## config.mk

```make
export PLATFORM = sky130hd
export DESIGN_NAME = dataplane_core
export DESIGN_NICKNAME = d
export VERILOG_FILES = /design/src/rtl/dataplane_core.sv
export SDC_FILE = /design/constraint.sdc
export NUM_CORES = 1
export LEC_CHECK = 0
export BUFFER_PORTS_ARGS = -buffer_cell sky130_fd_sc_hd__buf_2
export CAP_MARGIN = 20
export CORE_UTILIZATION = 60
export DETAILED_ROUTE_END_ITERATION = 12
export PLACE_DENSITY_LB_ADDON = 0.25
export SYNTH_ARGS = -nofsm -noshare
export SYNTH_HDL_FRONTEND = slang
export SYNTH_SLANG_ARGS = --single-unit
```

## constraint.sdc

```tcl
create_clock -name clk -period 9.4 [get_ports clk]
set_input_delay 1.41 -clock clk [delete_from_list [all_inputs] [get_ports clk]]
set_output_delay 1.41 -clock clk [all_outputs]
set_load 0.03 [all_outputs]
```

## src/rtl/dataplane_core.sv

```systemverilog
// dataplane_core
//    Programmable-logic dataplane block. An AXI4-Lite slave exposes control,
//    scratch and status registers. An AXI4-Stream receive port counts packets
//    and bytes and captures the last accepted data beat.
//
//    Ports
//       clk, rst_n              : system clock, asynchronous active-low reset
//       AW*/W*/B*               : AXI4-Lite write channels (addr bits [7:0] decoded)
//       AR*/R*                  : AXI4-Lite read channels  (addr bits [7:0] decoded)
//       tvalid/tdata/tkeep/tlast: AXI4-Stream receive beat
//       tready                  : stream ready, equal to CTRL.RX_EN after reset
//
//    Register map (32-bit, word aligned)
//       0x00 CTRL  0x04 SCRATCH  0x08 RX_PKT_CNT  0x0C RX_BYTE_CNT
//       0x10 LAST_LO  0x14 LAST_HI  0x18 VERSION
module dataplane_core #(
   parameter int DATA_WIDTH = 64
) (
   input  logic                      clk,
   input  logic                      rst_n,
   // write address
   input  logic [31:0]               AWADDR,
   input  logic [2:0]                AWPROT,
   input  logic                      AWVALID,
   output logic                      AWREADY,
   // write data
   input  logic [31:0]               WDATA,
   input  logic [3:0]                WSTRB,
   input  logic                      WVALID,
   output logic                      WREADY,
   // write response
   output logic                      BVALID,
   input  logic                      BREADY,
   output logic [1:0]                BRESP,
   // read address
   input  logic [31:0]               ARADDR,
   input  logic [2:0]                ARPROT,
   input  logic                      ARVALID,
   output logic                      ARREADY,
   // read data
   output logic                      RVALID,
   input  logic                      RREADY,
   output logic [31:0]               RDATA,
   output logic [1:0]                RRESP,
   // stream receive
   input  logic                      tvalid,
   input  logic [DATA_WIDTH-1:0]     tdata,
   input  logic [DATA_WIDTH/8-1:0]   tkeep,
   input  logic                      tlast,
   output logic                      tready
);

   localparam int unsigned KEEP_W = DATA_WIDTH / 8;

   localparam logic [7:0] ADDR_CTRL    = 8'h00;
   localparam logic [7:0] ADDR_SCRATCH = 8'h04;
   localparam logic [7:0] ADDR_PKT     = 8'h08;
   localparam logic [7:0] ADDR_BYTE    = 8'h0C;
   localparam logic [7:0] ADDR_LAST_LO = 8'h10;
   localparam logic [7:0] ADDR_LAST_HI = 8'h14;
   localparam logic [7:0] ADDR_VERSION = 8'h18;

   localparam logic [1:0]  RESP_OKAY   = 2'b00;
   localparam logic [1:0]  RESP_SLVERR = 2'b10;
   localparam logic [31:0] VERSION_VAL = 32'h0001_0000;

   // ready outputs are held low until the first clock after reset release
   logic        r_rdy_en;

   // control / status registers
   logic        r_rx_en;
   logic [31:0] r_scratch;
   logic [31:0] r_pkt_cnt;
   logic [31:0] r_byte_cnt;
   logic [31:0] r_last_lo;
   logic [31:0] r_last_hi;

   // write buffers and response
   logic        r_aw_full;
   logic [7:0]  r_aw_addr;
   logic        r_w_full;
   logic [31:0] r_w_data;
   logic [3:0]  r_w_strb;
   logic        r_bvalid;
   logic [1:0]  r_bresp;

   // read response
   logic        r_rvalid;
   logic [31:0] r_rdata;
   logic [1:0]  r_rresp;

   logic        w_wr_go;
   logic        w_wr_ok;
   logic [31:0] w_wmask;
   logic        w_cnt_clr;
   logic        w_beat;
   logic [31:0] w_keep_cnt;
   logic [31:0] w_tdata_hi;
   logic [31:0] w_rd_data;
   logic        w_rd_ok;
   logic        w_unused;

   assign w_unused = ^{AWADDR[31:8], ARADDR[31:8], AWPROT, ARPROT, tdata};

   assign AWREADY = r_rdy_en && !r_aw_full && !r_bvalid;
   assign WREADY  = r_rdy_en && !r_w_full  && !r_bvalid;
   assign ARREADY = r_rdy_en && !r_rvalid;
   assign BVALID  = r_bvalid;
   assign BRESP   = r_bresp;
   assign RVALID  = r_rvalid;
   assign RDATA   = r_rdata;
   assign RRESP   = r_rresp;
   assign tready  = r_rdy_en && r_rx_en;

   assign w_beat  = tvalid && tready;

   generate
      if (DATA_WIDTH >= 64) begin : g_hi
         assign w_tdata_hi = tdata[63:32];
      end else begin : g_no_hi
         assign w_tdata_hi = '0;
      end
   endgenerate

   // number of valid bytes in the beat; sparse masks are simply counted
   always_comb begin
      w_keep_cnt = '0;
      for (int unsigned i = 0; i < KEEP_W; i++) begin
         w_keep_cnt = w_keep_cnt + 32'(tkeep[i]);
      end
   end

   // the buffered write commits once, on the edge where both halves are held
   assign w_wr_go   = r_aw_full && r_w_full && !r_bvalid;
   assign w_wmask   = {{8{r_w_strb[3]}}, {8{r_w_strb[2]}}, {8{r_w_strb[1]}}, {8{r_w_strb[0]}}};
   assign w_cnt_clr = w_wr_go && (r_aw_addr == ADDR_CTRL) && r_w_strb[0] && r_w_data[1];

   always_comb begin
      w_wr_ok = 1'b1;
      case (r_aw_addr)
         ADDR_CTRL, ADDR_SCRATCH, ADDR_PKT, ADDR_BYTE,
         ADDR_LAST_LO, ADDR_LAST_HI, ADDR_VERSION: w_wr_ok = 1'b1;
         default:                                  w_wr_ok = 1'b0;
      endcase
   end

   always_comb begin
      w_rd_data = '0;
      w_rd_ok   = 1'b1;
      case (ARADDR[7:0])
         ADDR_CTRL:    w_rd_data = {31'b0, r_rx_en};
         ADDR_SCRATCH: w_rd_data = r_scratch;
         ADDR_PKT:     w_rd_data = r_pkt_cnt;
         ADDR_BYTE:    w_rd_data = r_byte_cnt;
         ADDR_LAST_LO: w_rd_data = r_last_lo;
         ADDR_LAST_HI: w_rd_data = r_last_hi;
         ADDR_VERSION: w_rd_data = VERSION_VAL;
         default:      w_rd_ok   = 1'b0;
      endcase
   end

   always_ff @(posedge clk or negedge rst_n) begin
      if (!rst_n) begin
         r_rdy_en <= 1'b0;
      end else begin
         r_rdy_en <= 1'b1;
      end
   end

   // write channel: independent AW/W buffers, response, and buffer release
   always_ff @(posedge clk or negedge rst_n) begin
      if (!rst_n) begin
         r_aw_full <= 1'b0;
         r_aw_addr <= '0;
         r_w_full  <= 1'b0;
         r_w_data  <= '0;
         r_w_strb  <= '0;
         r_bvalid  <= 1'b0;
         r_bresp   <= RESP_OKAY;
      end else begin
         if (AWVALID && AWREADY) begin
            r_aw_full <= 1'b1;
            r_aw_addr <= AWADDR[7:0];
         end
         if (WVALID && WREADY) begin
            r_w_full <= 1'b1;
            r_w_data <= WDATA;
            r_w_strb <= WSTRB;
         end
         if (w_wr_go) begin
            r_bvalid <= 1'b1;
            r_bresp  <= w_wr_ok ? RESP_OKAY : RESP_SLVERR;
         end else if (r_bvalid && BREADY) begin
            r_bvalid  <= 1'b0;
            r_aw_full <= 1'b0;
            r_w_full  <= 1'b0;
         end
      end
   end

   // read channel: response captured from live register contents
   always_ff @(posedge clk or negedge rst_n) begin
      if (!rst_n) begin
         r_rvalid <= 1'b0;
         r_rdata  <= '0;
         r_rresp  <= RESP_OKAY;
      end else begin
         if (ARVALID && ARREADY) begin
            r_rvalid <= 1'b1;
            r_rdata  <= w_rd_data;
            r_rresp  <= w_rd_ok ? RESP_OKAY : RESP_SLVERR;
         end else if (r_rvalid && RREADY) begin
            r_rvalid <= 1'b0;
         end
      end
   end

   // writable registers
   always_ff @(posedge clk or negedge rst_n) begin
      if (!rst_n) begin
         r_rx_en   <= 1'b1;
         r_scratch <= '0;
      end else if (w_wr_go) begin
         if (r_aw_addr == ADDR_CTRL && r_w_strb[0]) begin
            r_rx_en <= r_w_data[0];
         end
         if (r_aw_addr == ADDR_SCRATCH) begin
            r_scratch <= (r_scratch & ~w_wmask) | (r_w_data & w_wmask);
         end
      end
   end

   // stream statistics; a same-edge clear takes priority over a beat
   always_ff @(posedge clk or negedge rst_n) begin
      if (!rst_n) begin
         r_pkt_cnt  <= '0;
         r_byte_cnt <= '0;
         r_last_lo  <= '0;
         r_last_hi  <= '0;
      end else if (w_cnt_clr) begin
         r_pkt_cnt  <= '0;
         r_byte_cnt <= '0;
         r_last_lo  <= '0;
         r_last_hi  <= '0;
      end else if (w_beat) begin
         r_byte_cnt <= r_byte_cnt + w_keep_cnt;
         if (tlast) begin
            r_pkt_cnt <= r_pkt_cnt + 32'd1;
         end
         r_last_lo <= tdata[31:0];
         r_last_hi <= w_tdata_hi;
      end
   end

endmodule

```

; ---- Word level (Yosys, flattened, before mapping)
; Index checks and enable logic that the tools add are counted.
[totals]
output_inout_bits = 42
register_bits = 246
elab_cells = 99
[op_classes]
mux = 24
reduce_logical = 33
addsub = 9
eq_ne = 12
n_bitwise = 4
[op_table]
columns = op, count
row1 = $mux 32, 9
row2 = $pmux 32 s7, 1
row3 = $and 32x32->32, 2
row4 = $eq 8x5->1 const B, 6
row5 = $add 32x1->32 const B, 1
row6 = $add 32x8->32, 1
row7 = $eq 8x4->1 const B, 4
row8 = $not 32->32, 1
row9 = $or 32x32->32, 1
row10 = $logic_and 1x1->1, 18
row11 = $eq 8x3->1 const B, 2
row12 = $logic_not 8->1, 2
row13 = $reduce_or 7->1, 2
row14 = $mux 1, 12
row15 = $add 7x1->8, 1
row16 = $reduce_bool 2->1, 4
row17 = $add 6x1->7, 1
row18 = $add 5x1->6, 1
row19 = $reduce_and 2->1, 3
row20 = $add 4x1->5, 1
row21 = $add 3x1->4, 1
row22 = $logic_not 1->1, 4
row23 = $mux 2, 2
row24 = $add 2x1->3, 1
row25 = $add 1x1->2, 1

; ---- Longest topological paths before layout
[depth]
ltp_word = 10
ltp_mapped = 12
ltp_nobuf = 12

; ---- Worst setup path after synthesis
; Ideal clock, no wire load.
[synth_timing]
kind = input-to-reg
from = in tkeep[0]
to = reg r_byte_cnt[30]
path_buffers = 0
path_slack_ns = 4.813
arrival_ns = 4.509
setup_time_ns = 0.078
cell_stages = 12
required_time_ns = 9.322
cell_sequence = fa_1 -> inv_1 -> fa_1 -> fa_1 -> fa_1 -> inv_1 -> fa_1 -> nand3_1 -> a21boi_1 -> nand3_1 -> or3_1 -> a21oi_1
[synth_via]
elab_chain_len = 10
[synth_rtl]
columns = item, line_no
row1 = from (decl), 48  ; input logic [DATA_WIDTH/8-1:0] tkeep,
row2 = $add 1x1->2, 129  ; w_keep_cnt = w_keep_cnt + 32'(tkeep[i]);
row3 = $add 2x1->3, 129
row4 = $add 3x1->4, 129
row5 = $add 4x1->5, 129
row6 = $add 5x1->6, 129
row7 = $add 6x1->7, 129
row8 = $add 7x1->8, 129
row9 = $add 32x8->32, 246  ; r_byte_cnt <= r_byte_cnt + w_keep_cnt;
row10 = $mux 32, 245  ; end else if (w_beat) begin
row11 = $mux 32, 240  ; end else if (w_cnt_clr) begin
row12 = to (signal assigned), 246
row13 = to (decl), 74  ; logic [31:0] r_byte_cnt;
; Every way passes these cells. The select of a mux whose other input is x is not followed.
; A chain may end at the register's enable or synchronous reset.

; ---- Final worst setup path
; Same ends and word-level chain as after synthesis.

==> impl_results.md <==
- Final core occ: 71.6%
- Syn Area/Cell: 10.7 um^2
- Drt first pass iters: 5
- Status: finished clean
- Clock power frac: 34.7%
- Maximum VDD drop: 0.174 mV
- First DRT Iteration DRCs: 784
- Clock sink count: 244
- Startpoint Class: input port
- DP Wirelength: 19600 um
- Min-delay worst type: register to register
- Routed vias: 9080
- Share of flip-flops with an asynchronous set or reset: 100%
- Normalized max-slew margin: 29.2%
- Sequential group share of total power: 46.9%
- Maximum clock path buffer count: 3
- Critical path type: input port to register
- # nets final: 1420
- Routability congestion estimate: 0.854
- Max frequency: 213 MHz
- DP Worst Slack: 4.23 ns
- Crit path time final: 4.70 ns
- Most common cell after layout, fill and taps aside: dfrtp_1
- Unrepaired setup endpoints after global routing: no
- Vias per cell: 6.15
- Max-cap check violation count: 0
- Commonest non-fill, non-tap cells in the layout: dfrtp_1 (243), buf_2 (171), nand2_1 (154)
- EDFF count, synth: 0
- Post-CTS sizing: 0
- Tcrit/Tclk final: 50.0%
- Initial antenna violation count: 5
- Placed insts: 1425
- CTS tree: yes
- Initial Utilization: 61.2%
- GR Util All Layers: 31.1%
- First-pass GRT wire length: 47800 um
- Power density cells: 229 nW/um^2
- Data arrival, critical path: 5.15 ns
- Sequential area share after synthesis: 53.1%
- IO Pins: 229
- Fin worst setup slack: 4.70 ns
- Die area: 19700 um^2
- P_int: 2.23 mW
- H-tree levels: 1
- IO Port Bufs: 172
- Layout cells sized above 1: 27.6%
- Crit Path Max Fanout: 7
- Vias in the first global route: 8913
- Hold Buf Count CTS: 0
- Cells after synthesis: 1078
- TritonCTS Buffers: 26
- Core area: 18800 um^2
- Fill count: 1361
- Die height: 140 um
- Worst Clk Skew: 0.0101 ns
- Setup Buffers After CTS: 0
- Grt total ovfl: 0
- DRT antenna net count: 0
- Synth warn: 0
- Synth Cell Area: 11500 um^2
- Clock transition at path regs: 0.06 ns
- Multi-input logic area: 5070 um^2
- Tightest Pin Transition: 1.06 ns
- Setup TNS: 0 ns
- Dominant cells by area after synthesis: dfrtp_1 (53%), mux2_2 (10%), nand2_1 (5.1%)
- Non-Filler Instances: 1477
- Die Wd: 140 um
- Critical path required time: 9.85 ns
- Number of library cell types mapped by synthesis: 53
- DRT Wirelength: 29600 um
- Net Switching: 842 uW
- Synth top area share: 52.9%
- Row count: 50
- DRC: 0
- Gate power share: 18.3%
- Per-cell routed wire length: 20.0 um
- Leakage: 6.30 nW
- Register area: 6110 um^2
- Critical path capture point type: register
- Final slew viol count: 0
- Final hold vios: 0
- Post-synth top flop: dfrtp_1
- Clk_lat worst skew: 0.53 ns
- Yosys reg bits: 244
- P&R area growth vs syn: 16.9%
- # setup viols final: 0
- Root Driver: clkbuf_16
- Fraction of power spent switching nets: 27.4%
- Synth area leader: dfrtp_1
- Largest net degree at the start of global routing: 86
through the flow:
step,total power [mW],cell area (um^2),hold slack (ns)
after floorplan,1.82,11500,0.471
after global placement,1.97,12500,0.476
after detailed placement,2.01,12500,0.485
after CTS,3.07,13400,0.498
after global routing,3.21,13400,0.520
final,3.07,13400,0.493
Yosys cell counts (all sizes together), types with 6 or more instances:
library cell,instances
dfrtp,243
nand2,155
mux2,106
a21oi,89
nor2,59
clkbuf,55
mux2i,32
a22o,31
a22oi,29
o22ai,29
nand3,26
xor2,25
o21ai,21
nand4,20
inv,19
xnor2,17
or3,15
buf,14
nor3,9
and3,8
ha,7
or4,7
nor4,6
layer usage:
| layer | track usage (%) | share of wire, % | vias to the layer above |
|---|---|---|---|
| met5 | 0 | 0.064 | - |
| met4 | 8.10 | 2.6 | 4 |
| met3 | 6.94 | 8.2 | 62 |
| met2 | 49.6 | 47 | 369 |
| met1 | 43.3 | 43 | 4523 |
| li1 | - | - | 4122 |
cell type report:
cell class                 instances  area share (%)
clock buffer                      41            5.78
antenna                            2          0.0373
tap                              234            2.18
inverter                          19           0.531
timing repair buffer             183            7.34
sequential                       244            45.5
clock inverter                     7           0.922
multi-input combinational        747            37.7
final timing paths:
check | end | startpoint | slack (ns) | depth (start not counted)
setup / recovery | r_byte_cnt[30] | tkeep[0] | 4.70 | 13
hold / removal | RRESP[1] | RRESP[1] | 0.49 | 2
setup reg to reg | r_byte_cnt[30] | r_byte_cnt[0] | 5.81 | 11
hold reg to reg | RRESP[1] | RRESP[1] | 0.49 | 2
max in group asynchronous | r_aw_addr[4] | rst_n | 7.30 | 3
min in group asynchronous | RDATA[5] | rst_n | 0.88 | 1
logic make-up after synthesis:
kind of cell,count (synthesis),synth area share (%)
compound gates,225,12.5
xor+xnor,42,3.20
fa+ha+maj,12,1.63
buf+inv,88,3.03
flops,244,53.1
mux,138,13.2
other cells,2,0.0653
simple gates,327,13.3
power by group through the flow:
stage / logic (mW) / clock network, mW / registers, mW
floorplan: 0.407 / 0 / 1.41
global placement: 0.530 / 0 / 1.44
detailed placement: 0.554 / 0 / 1.45
CTS: 0.563 / 1.07 / 1.44
global route: 0.627 / 1.12 / 1.47
finish: 0.562 / 1.07 / 1.44
critical path, stage by stage:
cell      delay [ns]
buf_2           0.11
fa_1            0.53
inv_1           0.05
fa_1            0.49
fa_1            0.43
fa_1            0.40
inv_1           0.08
fa_1            0.20
nand3_1         0.13
a21boi_1        0.64
nand3_1         0.18
or3_1           0.34
a21oi_1         0.15
Power figures use the tool's default switching activity.
